<file path="src/rtl/bus_timer.sv">
// bus_timer: bus-mapped prescaled down-counter with expiry flag/irq and a 32-bit
// cycle counter whose high half is snapshotted when the low half is read.
module bus_timer (
  input  logic        clk,
  input  logic        reset,
  input  logic        ce,
  input  logic [15:0] addr,
  input  logic [1:0]  bwe,
  input  logic [15:0] din,
  output logic [15:0] dout,
  output logic        irq
);
  logic        en_q, en_d, auto_q, auto_d, ien_q, ien_d, flag_q, flag_d;
  logic [7:0]  presc_q, presc_d, pre_q, pre_d;
  logic [15:0] reload_q, reload_d, count_q, count_d, hi_q, hi_d, dout_q, dout_d;
  logic [31:0] tick32_q, tick32_d;
  logic [2:0]  off;
  logic [1:0]  we;
  logic        rd, tick, expire, ctrl_lo_w, ctrl_hi_w;
  logic [15:0] rmap [8];
  logic        unused;
  assign unused    = ^{addr[15:4], addr[0]};
  assign off       = addr[3:1];
  assign we        = ce ? bwe : 2'b00;
  assign rd        = ce & (bwe == 2'b00);
  assign ctrl_lo_w = (off == 3'd0) & we[0];
  assign ctrl_hi_w = (off == 3'd0) & we[1];
  assign tick      = en_q & (pre_q == presc_q);
  assign expire    = tick & (count_q == 16'd0);
  assign rmap[0]   = {presc_q, 5'd0, ien_q, auto_q, en_q};
  assign rmap[1]   = reload_q;
  assign rmap[2]   = count_q;
  assign rmap[3]   = {14'd0, en_q, flag_q};
  assign rmap[4]   = tick32_q[15:0];
  assign rmap[5]   = hi_q;
  assign rmap[6]   = 16'd0;
  assign rmap[7]   = 16'd0;
  // Bus writes take priority over the counter's own updates; expiry beats a flag clear.
  always_comb begin
    en_d     = ctrl_lo_w ? din[0] : (expire & ~auto_q) ? 1'b0 : en_q;
    auto_d   = ctrl_lo_w ? din[1] : auto_q;
    ien_d    = ctrl_lo_w ? din[2] : ien_q;
    presc_d  = ctrl_hi_w ? din[15:8] : presc_q;
    pre_d    = (ctrl_hi_w | tick | ~en_q) ? 8'd0 : pre_q + 8'd1;
    reload_d = (off == 3'd1) ? {we[1] ? din[15:8] : reload_q[15:8], we[0] ? din[7:0] : reload_q[7:0]} : reload_q;
    count_d  = (off == 3'd2 && we != 2'b00) ? {we[1] ? din[15:8] : count_q[15:8], we[0] ? din[7:0] : count_q[7:0]}
             : expire ? (auto_q ? reload_q : count_q)
             : tick ? count_q - 16'd1 : count_q;
    flag_d   = expire | (flag_q & ~((off == 3'd3) & we[0] & din[0]));
    tick32_d = tick32_q + 32'd1;
    hi_d     = (rd && off == 3'd4) ? tick32_q[31:16] : hi_q;
    dout_d   = rd ? rmap[off] : 16'd0;
  end
  always_ff @(posedge clk) begin
    if (reset) begin
      en_q     <= 1'b0;
      auto_q   <= 1'b0;
      ien_q    <= 1'b0;
      flag_q   <= 1'b0;
      presc_q  <= 8'd0;
      pre_q    <= 8'd0;
      reload_q <= 16'd0;
      count_q  <= 16'd0;
      hi_q     <= 16'd0;
      dout_q   <= 16'd0;
      tick32_q <= 32'd0;
    end else begin
      en_q     <= en_d;
      auto_q   <= auto_d;
      ien_q    <= ien_d;
      flag_q   <= flag_d;
      presc_q  <= presc_d;
      pre_q    <= pre_d;
      reload_q <= reload_d;
      count_q  <= count_d;
      hi_q     <= hi_d;
      dout_q   <= dout_d;
      tick32_q <= tick32_d;
    end
  end
  assign dout = dout_q;
  assign irq  = flag_q & ien_q;
endmodule

</file>
<file path="config.mk">
export PLATFORM = sky130hd
export DESIGN_NAME = bus_timer
export DESIGN_NICKNAME = d
export VERILOG_FILES = /design/src/rtl/bus_timer.sv
export SDC_FILE = /design/constraint.sdc
export NUM_CORES = 1
export LEC_CHECK = 0
export CAP_MARGIN = 20
export CELL_PAD_IN_SITES_DETAIL_PLACEMENT = 1
export CELL_PAD_IN_SITES_GLOBAL_PLACEMENT = 1
export CORE_UTILIZATION = 47
export CTS_BUF_LIST = sky130_fd_sc_hd__clkbuf_8 sky130_fd_sc_hd__clkbuf_16
export CTS_CLUSTER_DIAMETER = 40
export CTS_CLUSTER_SIZE = 8
export DETAILED_ROUTE_END_ITERATION = 10
export GPL_TIMING_DRIVEN = 0
export PLACE_DENSITY_LB_ADDON = 0.1
export SLEW_MARGIN = 10
export SYNTH_ARGS = -nofsm -noshare
export SYNTH_HDL_FRONTEND = slang
export SYNTH_SLANG_ARGS = --single-unit
</file>
<file path="constraint.sdc">
create_clock -name clk -period 3.86 [get_ports clk]
set_input_delay 0.579 -clock clk [delete_from_list [all_inputs] [get_ports clk]]
set_output_delay 0.579 -clock clk [all_outputs]
set_load 0.01 [all_outputs]
</file>
# Word level (Yosys, flattened, before mapping)

Index checks and enable logic that the tools add are counted.

Output and inout port bits: 17
Register bits: 116
Input port bits: 37

Equal/unequal tests: 8
Bitwise gates (word level): 18
Multiplexer cells: 12
Add/sub/neg operators: 3
Magnitude comparators: 1
Reductions and logical operators: 14

Operators with widths:

| kind                                                     | count |
|---|---|
| 2-to-1 mux 16 bit                                        | 6 |
| binary-select mux 16 bit (select 3 bit)                  | 1 |
| adder 32 x 1 -> 32 bit, second input constant            | 1 |
| logical NOT 16 bit                                       | 1 |
| 2-to-1 mux 8 bit                                         | 2 |
| subtractor 16 x 1 -> 16 bit, second input constant       | 1 |
| bitwise AND 1 bit                                        | 10 |
| adder 8 x 1 -> 8 bit, second input constant              | 1 |
| equality test 8 bit                                      | 1 |
| equality test 3 x 2 -> 1 bit, second input constant      | 2 |
| AND reduction 3 bit                                      | 2 |
| greater-or-equal comparator 4 bit, second input constant | 1 |
| != test 2 bit, second input constant                     | 2 |
| inverter 1 bit                                           | 4 |
| inverter 3 -> 4 bit                                      | 1 |
| AND reduction 2 bit                                      | 2 |
| nonzero test 2 bit                                       | 2 |
| OR reduction 2 bit                                       | 2 |
| equality test 3 x 1 -> 1 bit, second input constant      | 1 |
| equality test 3 bit, second input constant               | 1 |
| logical NOT 3 bit                                        | 1 |
| != test 3 x 2 -> 1 bit, second input constant            | 1 |
| OR 1 bit                                                 | 3 |
| nonzero test 3 bit                                       | 1 |
| 4 further kinds                                          | 6 |

# Longest topological paths before layout

Word-level depth: 6
Depth in mapped cells: 11
Mapped depth without buffers: 8

# Least setup slack after synthesis

OpenSTA, ideal clock, no wires.

Path type: register -> register
From: register count_q[0]
To: register count_q[12]
Required time: 3.757 ns
Stages on the path, launching flop included: 12
Setup time: 0.103 ns
Setup slack: 1.368 ns
Arrival: 2.388 ns
Path through: dfxtp_1 inv_1 ha_1 nor3b_4 nand4_2 or3_1 buf_2 o2111a_1 buf_6 or2_1 buf_6 a2111oi_2

Cells in the longest elaborated chain, start to end: 4
Elaborated cells on any way between the ends: 9
Those cells by class: add/sub: 1; eq/ne: 1; mux: 3; bitwise: 1; reduce/logical: 3

RTL lines:

| item                                                                     | line   | text |
|---|---|---|
| start, declared                                                          | 15     | `logic [15:0] reload_q, reload_d, count_q, count_d, hi_q, hi_d, dout_q, dout_d;` |
| start signal, assigned                                                   | 75     | `count_q <= count_d;` |
| subtractor 16 x 1 -> 16 bit / logical NOT 16 bit (equally long branches) | 48, 29 |  |
| 2-to-1 mux 16 bit / bitwise AND 1 bit (equally long branches)            | 48, 29 |  |
| 2-to-1 mux 16 bit (tied with other cells)                                | 47     | `: expire ? (auto_q ? reload_q : count_q)` |
| 2-to-1 mux 16 bit / AND reduction 3 bit (equally long branches)          | n/a    |  |

Parallel ways exist; a longest one is shown, timed or not. The select of a mux whose other input is x is not followed.
A chain may end at the register's enable or synchronous reset.

# Worst setup path in the final report

From: input addr[2]
To: register count_q[6]

Cells in the longest elaborated chain, start to end: 4
Elaborated cells on any way between the ends: 7
Those cells by class: eq/ne: 3; mux: 1; reduce/logical: 3

RTL lines:

| item                                                     | line | text |
|---|---|---|
| start, declared                                          | 7    | `input logic [15:0] addr,` |
| equality test 3 x 2 -> 1 bit *                           | 46   | `count_d = (off == 3'd2 && we != 2'b00) ? {we[1] ? din[15:8] : count_q[15:8], we[0] ? din[7:0] : count_q[7:0]}` |
| logical AND 1 bit *                                      | 46   |  |
| != test 3 x 2 -> 1 bit (no line) (tied with other cells) | n/a  |  |
| AND reduction 3 bit (no line)                            | n/a  |  |

Every way passes the cells marked *; elsewhere a longest branch is shown, timed or not.

==> flow_summary.toml <==
[status]
status = "finished, violations left"
violations = "design-rule violations"

[sta]
period_needed_ns = 3.34
fmax_mhz = 299
setup_viol = 0
skew_ns = 0.00669
maxSlewViolCount = 0
fin_crit_sh_pct = 86.6
hold_viol = 0
slew_headroom_pct = 31.2
worst_pin_slew_ns = 1.02
setup_total_negative_slack_ns = 0
rsz0062_at_grt = "no"

[setup_path]
reg2reg_slack_ns = 0.79
reg2reg_from = "count_q[0]$_SDFFE_PP0P_"
end_kind = "flip-flop"
crit_required_ns = 4.12
critPathMaxFanout = 10
r2r_end = "count_q[6]$_SDFFE_PP0P_"
r2r_cells = 11
worst_setup_path_start_kind = "input port"
worstPathArrival_ns = 3.61
crit_type = "in2reg"

[logic_synthesis]
yosysUniqueCellTypes = 53
synth_edf_count = 0
avgSynthCellArea_um2 = 8.75
syn_inst = 643
synth_top_area_cell = "dfxtp_1"
synth-warning-count = 0
dominantRegCellSynth = "dfxtp_1"
ys_top_cells_by_area = "dfxtp_1 41%, mux2i_1 10%, nor2_1 6.6%"
seq_area_frac_synth_pct = 41.3
async_flop_share_pct = 0
ys_seq_elements = 116
netlist_area_mm2 = 0.00563
synth_top_area_share_pct = 41.3
synth_nets = 683

[floorplanning]
die_w_um = 111
start_util_pct = 48.6
ioPinCount = 54
die_y_um = 111
die_area_mm2 = 0.0124
coreArea_mm2 = 0.0116
fp-row-count = 39

[clock_network]
cts_root_buf = "clkbuf_16"
cts.clk_slew.worst_paths_ns = 0.05
cts_resized = 0
cts_tree = "yes"
numCtsBuffers = 17
holdBufCountCts = 0
cts_setup_buffers = 0
cts.sinks = 116
clock_latency_ns = 0.42
cts_max_path_buffers = 2
cts_htree_levels = 4

[grt]
busiest_layer = "met2"
met1_usage_pct = 39.9
first_global_vias = 5493
met2_usage_pct = 54.6
grt_usage_pct = 32.4
gr-total-overflow = 0
antenna_found_initial = 0
grt_max_degree = 17
use_met3_pct = 7.13
grt_pass1_wl_mm = 30.4

[layout]
drive_gt1_share_pct = 6.18
final_common_cell = "dfxtp_1"
diodes = 0
syn_to_final_growth_pct = 21.8
mostFrequentLayoutCells = "116 x dfxtp_1, 99 x nor2_1, 56 x mux2i_1"
final_nets = 739
finish.utilization_pct = 59.2

[drt]
wl_per_cell_um = 22.3
wirelength_mm = 19.1
drc = 11
drt_iter0_drc = 375
dr_total_vias = 5193
first_pass_iters = 8
routed_via_density = 6.07
ant_nets = 0

[placement]
gp_congestion = 0.903
dp_hpwl_mm = 13.3
port_buffers = 37

[min_path]
min_path_type = "reg2reg"
hp-start = "tick32_q[0]$_SDFF_PP0_"
holdPathStages = 1
holdPathEnd = "tick32_q[0]$_SDFF_PP0_"

[flow_run]
maxCapViolations = 0

[power]
pwr_density_cell_mw_per_mm2 = 475
p_leak_nw = 2.55
ir_drop_mv = 0.342
## kinds of logic after synthesis
| group | synth area share (%) |
|---|---|
| compound gates | 12.7 |
| xor+xnor | 7.16 |
| fa+ha+maj | 0.667 |
| buf+inv | 3.96 |
| flops | 41.3 |
| mux | 11.0 |
| simple gates | 23.3 |
## synth_stat cells, drive strengths merged, types with 2 or more instances
| library cell | number |
|---|---|
| o211ai | 13 |
| nand4b | 3 |
| nand3 | 22 |
| nor2b | 9 |
| inv | 12 |
| dfxtp | 116 |
| nor3 | 29 |
| a21oi | 17 |
| and4 | 5 |
| o22ai | 16 |
| clkbuf | 37 |
| a31oi | 4 |
| nor2 | 99 |
| and3 | 4 |
| and2 | 17 |
| nand2b | 8 |
| o32ai | 2 |
| nor3b | 2 |
| mux2i | 56 |
| nand4 | 8 |
| nand2 | 31 |
| xor2 | 17 |
| or3 | 12 |
| xnor2 | 29 |
| mux4 | 2 |
| ha | 3 |
| a311oi | 13 |
| nor4 | 4 |
| a211o | 2 |
| buf | 6 |
| a22oi | 13 |
| or2 | 3 |
| o21ai | 18 |
## state kept, by name (all words and copies together), names as in the netlist
signal	flops
en_q	1
reload_q	16
count_q	16
pre_q	8
presc_q	8
tick32_q	32
dout	16
hi_q	16
flag_q	1
ien_q	1
auto_q	1
## worst max path at each step
stage,startpoint,end,cells after the start
floorplan,count_q[0]$_SDFFE_PP0P_,count_q[12]$_SDFFE_PP0P_,11
global placement,addr[2],count_q[2]$_SDFFE_PP0P_,7
detailed placement,addr[2],count_q[6]$_SDFFE_PP0P_,7
CTS,addr[2],count_q[6]$_SDFFE_PP0P_,7
global route,addr[2],count_q[6]$_SDFFE_PP0P_,7
finish,addr[2],count_q[6]$_SDFFE_PP0P_,7
## through the flow
| step | setup WS (ns) | std cells | area [um2] | total power [mW] | hold WS, ns |
|---|---|---|---|---|---|
| global placement | 0.385 | 823 | 6170 | 1.45 | 0.457 |
| finish | 0.516 | 855 | 6850 | 3.25 | 0.485 |
| global route | 0.375 | 855 | 6850 | 3.34 | 0.519 |
| CTS | 0.568 | 855 | 6850 | 3.26 | 0.486 |
| detailed placement | 0.189 | 823 | 6170 | 1.46 | 0.475 |
| floorplan | 1.37 | 643 | 5630 | 1.38 | 0.437 |
## power breakdown
group          total [mW]  switching, mW  internal, mW  leakage [nW]
sequential           1.22         0.0135          1.21         0.935
combinational       0.224          0.138        0.0858          1.27
clock                1.81          0.558          1.25         0.340
## critical path, stage by stage
cell and delay, ns:
clkdlybuf4s50_1 0.48, clkbuf_1 0.41, nand4b_1 0.53, nor2_1 0.76, or2_0 0.21, clkbuf_1 0.42, a311oi_1 0.20
## per-layer routing
metal	routed length [um]	part of all wire [%]
met1	8230	43
met2	9200	48
met3	1090	5.7
met4	553	2.9
met5	0	0
## layout make-up
cell class | count | area (um2)
timing repair buffer | 37 | 370
inverter | 12 | 45.0
tap | 143 | 179
multi-input combinational | 472 | 3080
clock inverter | 12 | 209
fill | 1349 | 4710
buffer | 43 | 178
clock buffer | 20 | 467
sequential | 116 | 2320
(Power assumes the default switching activity.)
